### src/rtl/guess_sender.sv
// Player-side guess initiator for the hangman core: buffers host guesses, strobes them out, scores the mask.
// Optional duplicate-letter filter enabled by defining GUESS_SENDER_DUP_FILTER_EN.
module guess_sender #(
  parameter int unsigned FIFO_DEPTH   = 4,
  parameter int unsigned RESP_CYCLES  = 8,
  parameter int unsigned START_CYCLES = 3,
  parameter int unsigned MAX_MISSES   = 7
) (
  input  logic       clk,
  input  logic       reset,
  input  logic       start,
  input  logic       guess_valid,
  input  logic [4:0] guess_letter,
  output logic       guess_ready,
  output logic [5:0] chip_input,
  input  logic [6:0] chip_output,
  output logic       result_valid,
  output logic       result_hit,
  output logic       result_dup,
  output logic [4:0] mask,
  output logic [3:0] misses,
  output logic       game_won,
  output logic       game_lost,
  output logic       busy
);

  localparam int unsigned PTR_W   = $clog2(FIFO_DEPTH);
  localparam int unsigned CNT_MAX = (RESP_CYCLES > START_CYCLES) ? RESP_CYCLES : START_CYCLES;
  localparam int unsigned CNT_W   = $clog2(CNT_MAX) + 1;
  localparam logic [3:0]  MAX_M   = 4'(MAX_MISSES);

  typedef enum logic [3:0] {
    S_IDLE, S_PREP, S_LAUNCH, S_SETTLE, S_READY, S_SEND, S_WAIT, S_EVAL, S_DONE
  } state_t;

  state_t             state_q, state_d;
  logic [CNT_W-1:0]   cnt_q, cnt_d;
  logic [4:0]         cur_q, cur_d;
  logic [5:0]         chip_q, chip_d;
  logic [4:0]         mask_q;
  logic [3:0]         misses_q;
  logic               won_q, lost_q, ended_q;
  logic               res_valid_q, res_hit_q;
  logic               restart, pop, push, flush, dup_skip, is_dup, sample, hit;
  logic [4:0]         new_mask, head;

  logic [4:0]         fifo_mem [FIFO_DEPTH];
  logic [PTR_W-1:0]   wr_q, rd_q;
  logic [PTR_W:0]     count_q;
  logic               unused_chip_hi;

  assign unused_chip_hi = ^chip_output[6:5];
  assign head     = fifo_mem[rd_q];
  assign new_mask = chip_output[4:0];
  assign hit      = |(new_mask & ~mask_q);

  always_comb begin
    state_d  = state_q;
    restart  = 1'b0;
    pop      = 1'b0;
    dup_skip = 1'b0;
    case (state_q)
      S_IDLE:   if (start) state_d = ended_q ? S_PREP : S_LAUNCH;
      S_PREP:   if (cnt_q == CNT_W'(1)) state_d = S_LAUNCH;
      S_LAUNCH: state_d = S_SETTLE;
      S_SETTLE: if (cnt_q == CNT_W'(START_CYCLES - 1)) state_d = S_READY;
      S_READY: begin
        if (count_q != '0) begin
          pop = 1'b1;
          if (is_dup) dup_skip = 1'b1;
          else        state_d  = S_SEND;
        end
      end
      S_SEND:   state_d = S_WAIT;
      S_WAIT:   if (cnt_q == CNT_W'(RESP_CYCLES - 1)) state_d = S_EVAL;
      S_EVAL:   state_d = (mask_q == '1 || misses_q >= MAX_M) ? S_DONE : S_READY;
      S_DONE:   ;
      default:  state_d = S_IDLE;
    endcase
    // start anywhere but IDLE aborts; a strobe already on chip_input has its full cycle
    if (start && state_q != S_IDLE) begin
      state_d  = S_PREP;
      restart  = 1'b1;
      pop      = 1'b0;
      dup_skip = 1'b0;
    end
  end

  always_comb begin
    flush  = (start && state_q != S_IDLE) || state_q == S_LAUNCH || state_q == S_DONE;
    push   = guess_valid && guess_ready && !flush;
    sample = (state_q == S_WAIT) && (state_d == S_EVAL);
    cnt_d  = (state_d != state_q || restart) ? '0 : cnt_q + 1'b1;
    cur_d  = pop ? head : cur_q;
    chip_d = '0;
    case (state_d)
      S_PREP:   if (cnt_d == '0) chip_d = 6'b100000;
      S_LAUNCH: chip_d = '1;
      S_SEND:   chip_d = {1'b1, cur_d};
      default:  ;
    endcase
  end

  always_ff @(posedge clk or negedge reset) begin
    if (!reset) begin
      state_q     <= S_IDLE;
      cnt_q       <= '0;
      cur_q       <= '0;
      chip_q      <= '0;
      mask_q      <= '0;
      misses_q    <= '0;
      won_q       <= 1'b0;
      lost_q      <= 1'b0;
      ended_q     <= 1'b0;
      res_valid_q <= 1'b0;
      res_hit_q   <= 1'b0;
    end else begin
      state_q     <= state_d;
      cnt_q       <= cnt_d;
      cur_q       <= cur_d;
      chip_q      <= chip_d;
      res_valid_q <= sample || dup_skip;
      res_hit_q   <= sample && hit;
      if (sample) begin
        mask_q <= new_mask;
        if (!hit && misses_q != 4'hf) misses_q <= misses_q + 4'd1;
      end
      if (state_q == S_LAUNCH) begin
        mask_q   <= '0;
        misses_q <= '0;
      end
      if (start || state_q == S_LAUNCH) begin
        won_q  <= 1'b0;
        lost_q <= 1'b0;
      end
      if (state_q == S_EVAL && state_d == S_DONE) begin
        ended_q <= 1'b1;
        if (mask_q == '1) won_q  <= 1'b1;
        else              lost_q <= 1'b1;
      end
    end
  end

  always_ff @(posedge clk or negedge reset) begin
    if (!reset) begin
      wr_q    <= '0;
      rd_q    <= '0;
      count_q <= '0;
    end else if (flush) begin
      wr_q    <= '0;
      rd_q    <= '0;
      count_q <= '0;
    end else begin
      if (push) wr_q <= wr_q + 1'b1;
      if (pop)  rd_q <= rd_q + 1'b1;
      case ({push, pop})
        2'b10:   count_q <= count_q + 1'b1;
        2'b01:   count_q <= count_q - 1'b1;
        default: ;
      endcase
    end
  end

  always_ff @(posedge clk) begin
    if (push) fifo_mem[wr_q] <= guess_letter;
  end

`ifdef GUESS_SENDER_DUP_FILTER_EN
  logic [31:0] guessed_q;
  logic        dup_q;

  assign is_dup     = guessed_q[head];
  assign result_dup = dup_q;

  always_ff @(posedge clk or negedge reset) begin
    if (!reset) begin
      guessed_q <= '0;
      dup_q     <= 1'b0;
    end else begin
      dup_q <= dup_skip;
      if (state_q == S_LAUNCH)   guessed_q       <= '0;
      else if (pop && !dup_skip) guessed_q[head] <= 1'b1;
    end
  end
`else
  assign is_dup     = 1'b0;
  assign result_dup = 1'b0;
`endif

  // FIFO full is the count MSB because FIFO_DEPTH is a power of two
  assign guess_ready  = !count_q[PTR_W] &&
                        (state_q == S_SETTLE || state_q == S_READY || state_q == S_SEND ||
                         state_q == S_WAIT   || state_q == S_EVAL);
  assign busy         = !(state_q == S_IDLE || state_q == S_READY) || (count_q != '0);
  assign chip_input   = chip_q;
  assign result_valid = res_valid_q;
  assign result_hit   = res_hit_q;
  assign mask         = mask_q;
  assign misses       = misses_q;
  assign game_won     = won_q;
  assign game_lost    = lost_q;

endmodule

### config.mk
export PLATFORM = sky130hd
export DESIGN_NAME = guess_sender
export DESIGN_NICKNAME = d
export VERILOG_FILES = /design/src/rtl/guess_sender.sv
export SDC_FILE = /design/constraint.sdc
export NUM_CORES = 1
export LEC_CHECK = 0
export BUFFER_PORTS_ARGS = -buffer_cell sky130_fd_sc_hd__buf_2
export CAP_MARGIN = 20
export CORE_ASPECT_RATIO = 1.5
export CORE_MARGIN = 1.5
export CORE_UTILIZATION = 45
export CTS_BUF_LIST = sky130_fd_sc_hd__clkbuf_16
export CTS_CLUSTER_DIAMETER = 100
export DETAILED_ROUTE_END_ITERATION = 10
export PLACE_DENSITY = 0.71
export RECOVER_POWER = 50
export SKIP_CTS_REPAIR_TIMING = 1
export SLEW_MARGIN = 20
export SYNTH_ARGS = -nofsm -noshare
export SYNTH_HDL_FRONTEND = slang
export SYNTH_SLANG_ARGS = --single-unit
### constraint.sdc
create_clock -name clk -period 3.5 [get_ports clk]
set_input_delay 0.175 -clock clk [delete_from_list [all_inputs] [get_ports clk]]
set_output_delay 0.175 -clock clk [all_outputs]
set_load 0.05 [all_outputs]
# After elaboration in Yosys (flattened, before gate mapping)

Memory sizes are Yosys's and may differ from the RTL's.
Cells that the tools add are included.

Register bits: 40
Bits in writable memories: 20
Input port bits: 16
Output and inout port bits: 22
Word-level logic and storage cells: 115
Memories: 1

Memory list:

| memory   | depth | width | rd ports | clocked after memory_dff | wr ports | line | RTL |
|---|---|---|---|---|---|---|---|
| fifo_mem | 4     | 5     | 1        | 0                        | 1        | 47   | `logic [4:0] fifo_mem [FIFO_DEPTH];` |

Add/subtract/negate cells: 6
Order comparisons: 1
Equality and inequality tests: 21
Muxes and demuxes: 36
Bitwise gates (word level): 2
Reductions and logical operators: 34

Operators by type and width:

| operator                                                                             | number |
|---|---|
| 4-bit two-way mux                                                                    | 11 |
| 4-bit case mux with 9 select lines                                                   | 1 |
| 4-bit by 3-bit equality test with 1-bit output (second input constant)               | 7 |
| 6-bit case mux with 3 select lines                                                   | 1 |
| 4-bit by 2-bit equality test with 1-bit output (second input constant)               | 4 |
| 5-bit two-way mux                                                                    | 3 |
| 4-bit by 1-bit equality test with 1-bit output (second input constant)               | 3 |
| 1-bit two-way mux                                                                    | 12 |
| 1-bit logical OR                                                                     | 11 |
| 2-bit two-way mux                                                                    | 5 |
| 4-bit by 1-bit adder with 4-bit output (second input constant)                       | 2 |
| 4-bit equality test (second input constant)                                          | 2 |
| 1-bit logical AND                                                                    | 8 |
| 4-bit zero test                                                                      | 2 |
| 2-bit nonzero test                                                                   | 4 |
| 6-bit two-way mux                                                                    | 1 |
| 3-bit case mux with 2 select lines                                                   | 1 |
| 3-bit nonzero test                                                                   | 2 |
| 5-bit bitwise AND                                                                    | 1 |
| 5-bit equality test (second input constant)                                          | 1 |
| 5-bit NOT                                                                            | 1 |
| 5-bit OR reduction                                                                   | 1 |
| 2-bit by 1-bit adder with 2-bit output (second input constant)                       | 2 |
| 4-bit by 3-bit greater-or-equal comparator with 1-bit output (second input constant) | 1 |
| 10 further kinds                                                                     | 13 |

# Logic depth before layout (Yosys ltp)

Gate-level depths: netlist of the first run.

Word-level depth: 11
Depth in mapped cells: 11
Mapped depth without buffers: 9

# Least setup slack after synthesis of the first run

OpenSTA, ideal clock, no wires.

Path type: reg2reg
From: reg cnt_q[1]
To: reg chip_q[5], in the netlist chip_input[5]
Library setup time: 104 ps
Data arrival time: 2120 ps
Required time: 3396 ps
Slack: 1276 ps
Stages on the path, launching flop included: 9
Buffers on the path: 0
Clock period less this slack: 2224 ps
Cell sequence: dfrtp_1 -> inv_1 -> ha_1 -> or3b_2 -> a2bb2oi_1 -> o221ai_2 -> nand2b_1 -> or4_4 -> o311ai_1

Cells in the longest elaborated chain, start to end: 10
Elaborated cells between the ends (all ways): 18
Those cells by class: add/sub (1); eq/ne (7); mux (8); reduce/logical (2)

Ends and longest elaborated chain:

| item                                                                   | line       | RTL |
|---|---|---|
| start, declared                                                        | 37         | `logic [CNT_W-1:0] cnt_q, cnt_d;` |
| start signal, assigned                                                 | 119        | `cnt_q <= cnt_d;` |
| 4-bit by 3-bit equality test with 1-bit output (tied with other cells) | 75         | `S_WAIT: if (cnt_q == CNT_W'(RESP_CYCLES - 1)) state_d = S_EVAL;` |
| 4-bit two-way mux (on tied branches)                                   | 75, 64, 66 |  |
| 4-bit case mux with 9 select lines                                     | 62         | `case (state_q)` |
| 4-bit two-way mux                                                      | 81         | `if (start && state_q != S_IDLE) begin` |
| 4-bit != test                                                          | 93         | `cnt_d = (state_d != state_q \|\| restart) ? '0 : cnt_q + 1'b1;` |
| 1-bit logical OR                                                       | 93         |  |
| 4-bit two-way mux                                                      | 93         |  |
| 4-bit zero test                                                        | 97         | `S_PREP: if (cnt_d == '0) chip_d = 6'b100000;` |
| 6-bit two-way mux                                                      | 97         |  |
| 6-bit case mux with 3 select lines *                                   | 96         | `case (state_d)` |
| named net chip_d[5]                                                    | 39         | `logic [5:0] chip_q, chip_d;` |
| end signal, assigned                                                   | 121        | `chip_q <= chip_d;` |
| end, declared                                                          | 39         |  |

The timed path passes the listed nets; every way through them passes the cells marked *.
A chain may end at the register's enable or synchronous reset.

# Final worst setup path of the first run

From: reg state_q[3]
To: reg chip_q[5], in the netlist chip_input[5]

Cells in the longest elaborated chain, start to end: 9
Elaborated cells between the ends (all ways): 28
Those cells by class: eq/ne (12); mux (11); reduce/logical (5)

Ends and longest elaborated chain:

| item                                                                    | line   | RTL |
|---|---|---|
| start, declared                                                         | 36     | `state_t state_q, state_d;` |
| start signal, assigned                                                  | 118    | `state_q <= state_d;` |
| 4-bit equality test (tied with other cells)                             | 62     |  |
| 4-bit case mux with 9 select lines or 1-bit logical AND (tied branches) | 62, 81 |  |
| 4-bit two-way mux                                                       | 81     |  |
| 4-bit != test                                                           | 93     |  |
| 1-bit logical OR                                                        | 93     |  |
| 4-bit two-way mux                                                       | 93     |  |
| 4-bit zero test                                                         | 97     |  |
| 6-bit two-way mux                                                       | 97     |  |
| 6-bit case mux with 3 select lines *                                    | 96     |  |
| named net chip_d[5]                                                     | 39     |  |

Marked as above.

==> run summary, run 1 <==
outcome: finished with violations
failing checks: capacitance limit, slew limit
worst r2r src: state_q[3]
area used by multi-input combinational logic: 0.00113 sq mm
initial core utilization: 46.8%
largest net degree at the start of global routing: 36
share of the synthesized area in the top cell type: 32.4%
count of fill cells added during filler insertion: 557
global route total overflow: 0
R2R Path End: chip_input[5]
area growth from synthesis to layout: 12.7%
number of buffer cells added on primary ports: 34
horizontal extent of the die: 66.3 um
drt via density: 5.33
latest clock arrival within the worst-skew pair: 0.29 ns
core outline area: 0.00579 sq mm
clock skew: 0.00505 ns
std cell rows: 34
WP data required: 3.68 ns
Die Footprint: 0.00650 sq mm
startpoint-to-endpoint class of the critical path: flip-flop to flip-flop
CTS buffer count: 5
synthesized area: 0.00271 sq mm
Synth Warn #: 0
drt total wl: 5.09 mm
number of H-tree levels: 2
maximum count of clock buffers along a single path: 2
number of sinks driven by the clock tree: 55
Hold Path Sink: mask[1]
share of synthesized flip-flops with an asynchronous set or reset: 63.6%
routability congestion estimate from global placement: 0.750
number of routed nets with antenna violations: 0
1st-pass router iterations: 4
Max transition margin: -23.2%
clk slew on worst S/H paths: 0.07 ns
Setup-failing EPs final: 0
number of violations of the max-capacitance limit: 1
post-layout total power: 2020 uW
setup slack of the most critical reg-to-reg path: 0.89 ns
number of antenna diodes: 0
Worst setup EP type: flip-flop
Lkg Pwr: 0.00128 uW
height of the die: 98.0 um
number of DRC violations after detailed-routing iteration 0: 90
maximum clock rate: 383 MHz
maximum VDD drop: 376 uV
#FFs+latches synth: 55
largest cells by area after synthesis: sky130_fd_sc_hd__dfrtp_1, sky130_fd_sc_hd__edfxtp_1, sky130_fd_sc_hd__ha_1
Worst setup SP type: flip-flop
largest fanout on the critical path: 16
net count of the finished layout: 306
fraction of the cycle the final worst path needs: 74.5%
worst path arrival time: 2.79 ns
global-route wire length before repair: 8.16 mm
Register-to-Register Path Depth: 6
vias in the first global route: 1,782
average size of a mapped cell: 10.8 sq um
ys flop type: sky130_fd_sc_hd__dfrtp_1
leading cell types in the layout, fill and taps excluded: sky130_fd_sc_hd__dfrtp_1, sky130_fd_sc_hd__nor2_1, sky130_fd_sc_hd__nand2_1
power density cells: 663 mW/mm^2
total count of hold-check failures in the final report: 0
CTS tree: yes
post-synthesis cell count: 251
post-synth top area cell: sky130_fd_sc_hd__dfrtp_1
total negative slack for setup checks: 0 ns
I/O pin total: 38
transition time of the tightest slew-check pin: 1.85 ns
initial antenna violation count: 0
Hold Crit Depth: 3
fraction of final layout cells sized beyond drive strength 1: 12.8%
final HPWL from detailed placement: 3.76 mm
final critical path time including I/O delays and setup: 2.61 ns
setup repair after global routing missed its margin: no
post-synth net total: 276
DRC violation count after routing: 0
Max Transition Viols Final: 36
average detailed-routed wire length per instance: 14.4 um
commonest non-fill, non-tap cell in the layout: sky130_fd_sc_hd__dfrtp_1
proportion of synthesized chip area in sequential cells: 54.6%
Post-synth EDFFs: 20
area of all sequential standard cells: 0.00148 sq mm
worst hold path class: input pin to flip-flop
startpoint of the lowest-slack hold path: chip_output[1]
Tot GR Track Use: 16.4%
number of distinct library cells after synthesis: 51
clk root buf: sky130_fd_sc_hd__clkbuf_16
total via count after detailed routing: 1,886
power breakdown:
group,internal [uW],switching (uW),leakage (uW)
Combinational,201,480,0.000563
Clock,267,222,0.0000703
Sequential,757,93.2,0.000651
Total,1220,795,0.00128
sequential cells by signal (all words and copies together), names as in the netlist, 3 cells and up:
| signal | count |
|---|---|
| state_q | 4 |
| fifo_mem | 20 |
| chip_input | 6 |
| cnt_q | 4 |
| mask | 5 |
| count_q | 3 |
| misses | 4 |
per-stage QoR:
| stage | hold slack, ns | utilization (%) | area (sq um) | worst slack [ns] | std cells |
|---|---|---|---|---|---|
| 2_1_floorplan | -0.121 | - | 2710 | 1.28 | 251 |
| 3_3_place_gp | 0.295 | 50.5 | 2920 | 0.986 | 346 |
| 3_5_place_dp | 0.304 | 50.5 | 2920 | 0.907 | 346 |
| 4_1_cts | -0.00444 | 53.0 | 3070 | 0.896 | 354 |
| 5_1_grt | 0.128 | 52.7 | 3050 | 0.662 | 354 |
| 6_report | 0.107 | 52.7 | 3050 | 0.891 | 354 |
cells by family after synthesis:
group,after synthesis,synth area share (%)
other,1,0.139
AO/OA/AOI/OAI,42,10.4
XOR/XNOR,11,3.56
buffers and inverters,23,3.47
multiplexers,14,5.41
flip-flops,55,54.6
AND/OR/NAND/NOR,95,17.7
adder cells (fa/ha/maj),10,4.81
worst max-delay path, cell delays in order (launching register included):
cell and delay, ns:
sky130_fd_sc_hd__dfrtp_1 0.57, sky130_fd_sc_hd__nor4_1 0.70, sky130_fd_sc_hd__nand2_1 0.15, sky130_fd_sc_hd__o221ai_2 0.23, sky130_fd_sc_hd__nand2b_1 0.14, sky130_fd_sc_hd__or4_4 0.59
sky130_fd_sc_hd__o311ai_1 0.12
synthesized netlist by cell type, types with 3 or more instances:
master and count:
sky130_fd_sc_hd__o21ai_0 12, sky130_fd_sc_hd__xnor2_1 4, sky130_fd_sc_hd__inv_1 11, sky130_fd_sc_hd__ha_1 8, sky130_fd_sc_hd__and2_1 6, sky130_fd_sc_hd__nand2b_1 5, sky130_fd_sc_hd__mux2_2 5, sky130_fd_sc_hd__nand3_1 10
sky130_fd_sc_hd__nor3_1 3, sky130_fd_sc_hd__nor2_1 25, sky130_fd_sc_hd__dfrtp_1 35, sky130_fd_sc_hd__a21oi_1 6, sky130_fd_sc_hd__buf_2 3, sky130_fd_sc_hd__a211oi_1 4, sky130_fd_sc_hd__mux2i_1 9, sky130_fd_sc_hd__clkbuf_1 8
sky130_fd_sc_hd__nand2_1 25, sky130_fd_sc_hd__or3_1 4, sky130_fd_sc_hd__o21ai_1 4, sky130_fd_sc_hd__edfxtp_1 20, sky130_fd_sc_hd__xor2_1 7
metal layers:
metal,global-route usage [%],wire [um],share of wire (%)
met1,17.8,2030,40
met2,30.0,2730,54
met3,3.80,247,4.9
met4,5.65,80,1.6
met5,0,0,0
final cells by class:
class	count	share of cell area, %
clock buffers	5	4.11
multi-input cells	173	37.2
repair buffers	35	5.17
clock inverters	3	0.739
flip-flops and latches	55	48.4
well taps	72	2.96
inverters	11	1.35
worst max-delay path by stage:
stage / startpoint / end / slack, ns / cells after the start
6_report: state_q[3] / chip_input[5] / 0.89 / 6
5_1_grt: state_q[3] / chip_input[5] / 0.66 / 6
4_1_cts: state_q[3] / chip_input[5] / 0.90 / 6
3_5_place_dp: state_q[3] / chip_input[5] / 0.91 / 6
3_3_place_gp: state_q[3] / chip_input[5] / 0.99 / 6
2_1_floorplan: cnt_q[1] / chip_input[5] / 1.28 / 8
Power figures use the tool's default switching activity.
==> run 2: changes to the inputs <==
Settings changed: ABC_AREA set to 1.
Clock period 3.5 ns to 2.5 ns, I/O delays scaled along.
==> run 2 against run 1 <==
Effect of this change:
- the run now ends clean
- clock power up 65%
- die area is 4.3% higher
- critical path depth rose by 7
- synthesized cell count increased by 22%
- critical path type unchanged
==> run summary, run 2 <==
net switching power: 1270 uW
worst path arrival time: 2.56 ns
number of sinks driven by the clock tree: 55
total via count after detailed routing: 2,110
transition time of the tightest slew-check pin: 0.771 ns
Synth Warn #: 0
max FFs per register: 20
post-synth net total: 331
commonest non-fill, non-tap cell in the layout: sky130_fd_sc_hd__nand2_1
I/O pin total: 38
net count of the finished layout: 375
global-route wire length before repair: 8.75 mm
final cell count without fillers: 425
Final Util: 54.1%
Placed Cells incl. Taps: 414
clk root buf: sky130_fd_sc_hd__clkbuf_16
Tot GR Track Use: 17.3%
cell occurring most often along the worst timing path: sky130_fd_sc_hd__nor2_4
Net Sw Frac: 40.5%
number of violations of the max-capacitance limit: 0
outcome: finished clean
1st-pass router iterations: 4
number of buffer cells added on primary ports: 34
clock skew: 0.00746 ns
number of routed nets with antenna violations: 0
largest cells by area after synthesis: sky130_fd_sc_hd__dfrtp_1, sky130_fd_sc_hd__edfxtp_1, sky130_fd_sc_hd__nand2_1
worst r2r src: state_q[1]
sum of buffers and inverters on the critical path: 2
cell family with most CP delay: simple AND/OR/NAND/NOR gates
clock network power share: 25.8%
CTS tree: yes
Hold Crit Depth: 3
average size of a mapped cell: 9.23 sq um
most used standard cells in the synthesized netlist: sky130_fd_sc_hd__nand2_1, sky130_fd_sc_hd__nor2_1, sky130_fd_sc_hd__inv_1, sky130_fd_sc_hd__dfrtp_1, sky130_fd_sc_hd__o21ai_0
CTS buffer count: 5
Max transition margin: 48.6%
Worst setup SP type: flip-flop
share of the synthesized area in the top cell type: 31.0%
WP data required: 2.72 ns
share of total power in sequential cells: 37.3%
count of fill cells added during filler insertion: 553
number of antenna diodes: 0
Worst setup EP type: flip-flop
global route total overflow: 0
share of synthesized flip-flops with an asynchronous set or reset: 63.6%
horizontal extent of the die: 67.7 um
Internal Power: 1860 uW
number of DRC violations after detailed-routing iteration 0: 50
largest net degree at the start of global routing: 36
proportion of synthesized chip area in sequential cells: 52.3%
fraction of final layout cells sized beyond drive strength 1: 21.4%
register with the most flip-flops: fifo_mem
part of the total power dissipated in combinational logic: 36.9%
worst hold path class: input pin to flip-flop
area growth from synthesis to layout: 16.5%
vias in the first global route: 2,024
core outline area: 0.00609 sq mm
setup repair after global routing missed its margin: no
critical path startpoint: state_q[1]
crit path max-delay cell type: sky130_fd_sc_hd__dfrtp_2
initial antenna violation count: 0
R2R Path End: count_q[2]
number of H-tree levels: 2
std cell rows: 35
synthesized area: 0.00283 sq mm
Hold Path Sink: mask[1]
maximum count of clock buffers along a single path: 2
drt via density: 4.96
DRC violation count after routing: 0
#FFs+latches synth: 55
setup slack of the most critical reg-to-reg path: 0.16 ns
average detailed-routed wire length per instance: 12.9 um
Register-to-Register Path Depth: 13
startpoint-to-endpoint class of the critical path: flip-flop to flip-flop
initial core utilization: 46.4%
routability congestion estimate from global placement: 0.849
number of distinct library cells after synthesis: 37
post-route worst hold slack: 0.0586 ns
ys flop type: sky130_fd_sc_hd__dfrtp_1
Post-synth EDFFs: 20
latest clock arrival within the worst-skew pair: 0.30 ns
final HPWL from detailed placement: 4.05 mm
largest fanout on the critical path: 7
Die Footprint: 0.00677 sq mm
post-synthesis cell count: 306
final critical path time including I/O delays and setup: 2.34 ns
leading cell types in the layout, fill and taps excluded: sky130_fd_sc_hd__nand2_1, sky130_fd_sc_hd__nor2_1, sky130_fd_sc_hd__inv_1
Max Transition Viols Final: 0
startpoint of the lowest-slack hold path: chip_output[1]
post-layout total power: 3130 uW
power density cells: 952 mW/mm^2
total count of hold-check failures in the final report: 0
longest individual stage delay on the worst path: 0.46 ns
series of cell instances along the critical path: nor2_4 > nand2_2 > nand2_4 > inv_2 > nor3_4 > inv_2 > nor2_4 > nor2_4 > fa_1 > xor2_1 > xor2_1 > nand2_1 > o21ai_1
maximum clock rate: 427 MHz
post-synth top area cell: sky130_fd_sc_hd__dfrtp_1
height of the die: 100 um
drt total wl: 5.47 mm
most frequently used cell type in the post-synthesis netlist: sky130_fd_sc_hd__nand2_1
Setup-failing EPs final: 0
Lkg Pwr: 0.00155 uW
clk slew on worst S/H paths: 0.07 ns
fraction of the cycle the final worst path needs: 93.6%
maximum VDD drop: 543 uV
## run 2: worst max-delay path by stage
stage               slack, ns         end  cells past startpoint
floorplan                0.08  count_q[2]                     12
global placement         0.17  count_q[2]                     13
detailed placement       0.10  count_q[2]                     13
CTS                    -0.004  count_q[2]                     13
global route             0.02  count_q[2]                     13
finish                   0.16  count_q[2]                     13
## run 2: cells by family (layout without fill, tap and decap cells)
kind of cell	count (synthesis)	in the layout	share of synthesized area, %
simple gates	141	141	25.0
buf+inv	49	94	6.91
flops	55	55	52.3
xor+xnor	6	6	1.86
other cells	1	1	0.133
compound gates	45	45	9.57
fa+ha+maj	9	9	4.25
## run 2: through the flow
| stage | cell area (sq um) | setup WS, ns | setup TNS, ns |
|---|---|---|---|
| 2_1_floorplan | 2830 | 0.0803 | 0 |
| 3_3_place_gp | 3100 | 0.168 | 0 |
| 3_5_place_dp | 3100 | 0.102 | 0 |
| 4_1_cts | 3270 | -0.00448 | -0.00448 |
| 5_1_grt | 3290 | 0.0160 | 0 |
| 6_report | 3290 | 0.159 | 0 |
## run 2: final cells by class
type	count	area, sq um	share of cell area, %
flip-flops and latches	55	1480	44.9
multi-input cells	202	1170	35.7
repair buffers	41	205	6.24
inverters	45	169	5.13
clock buffers	5	125	3.80
well taps	74	92.6	2.81
clock inverters	3	46.3	1.41
## run 2: routing by layer
layer | vias to the layer above | global-route usage, % | routed length [um] | part of all wire (%)
met5 | - | 0 | 0 | 0
met4 | 0 | 8.32 | 163 | 3.0
met3 | 10 | 3.81 | 173 | 3.2
met2 | 32 | 31.0 | 3040 | 55
met1 | 990 | 18.6 | 2100 | 38
li1 | 1078 | - | - | -
## run 2: power groups by stage
stage | logic (uW) | registers [uW] | clock network [uW]
after detailed placement | 1140 | 1180 | 0
after global placement | 1110 | 1180 | 0
after global routing | 1280 | 1180 | 850
after floorplan | 694 | 1370 | 0
final | 1160 | 1170 | 809
after CTS | 1150 | 1170 | 819
## run 2: worst min-delay path: cells and delay by family
family	cells	cell delay [ns]
AOI/OAI and AO/OA	1	0.06
buffers and inverters	1	0.09
and+or+nand+nor	1	0.04
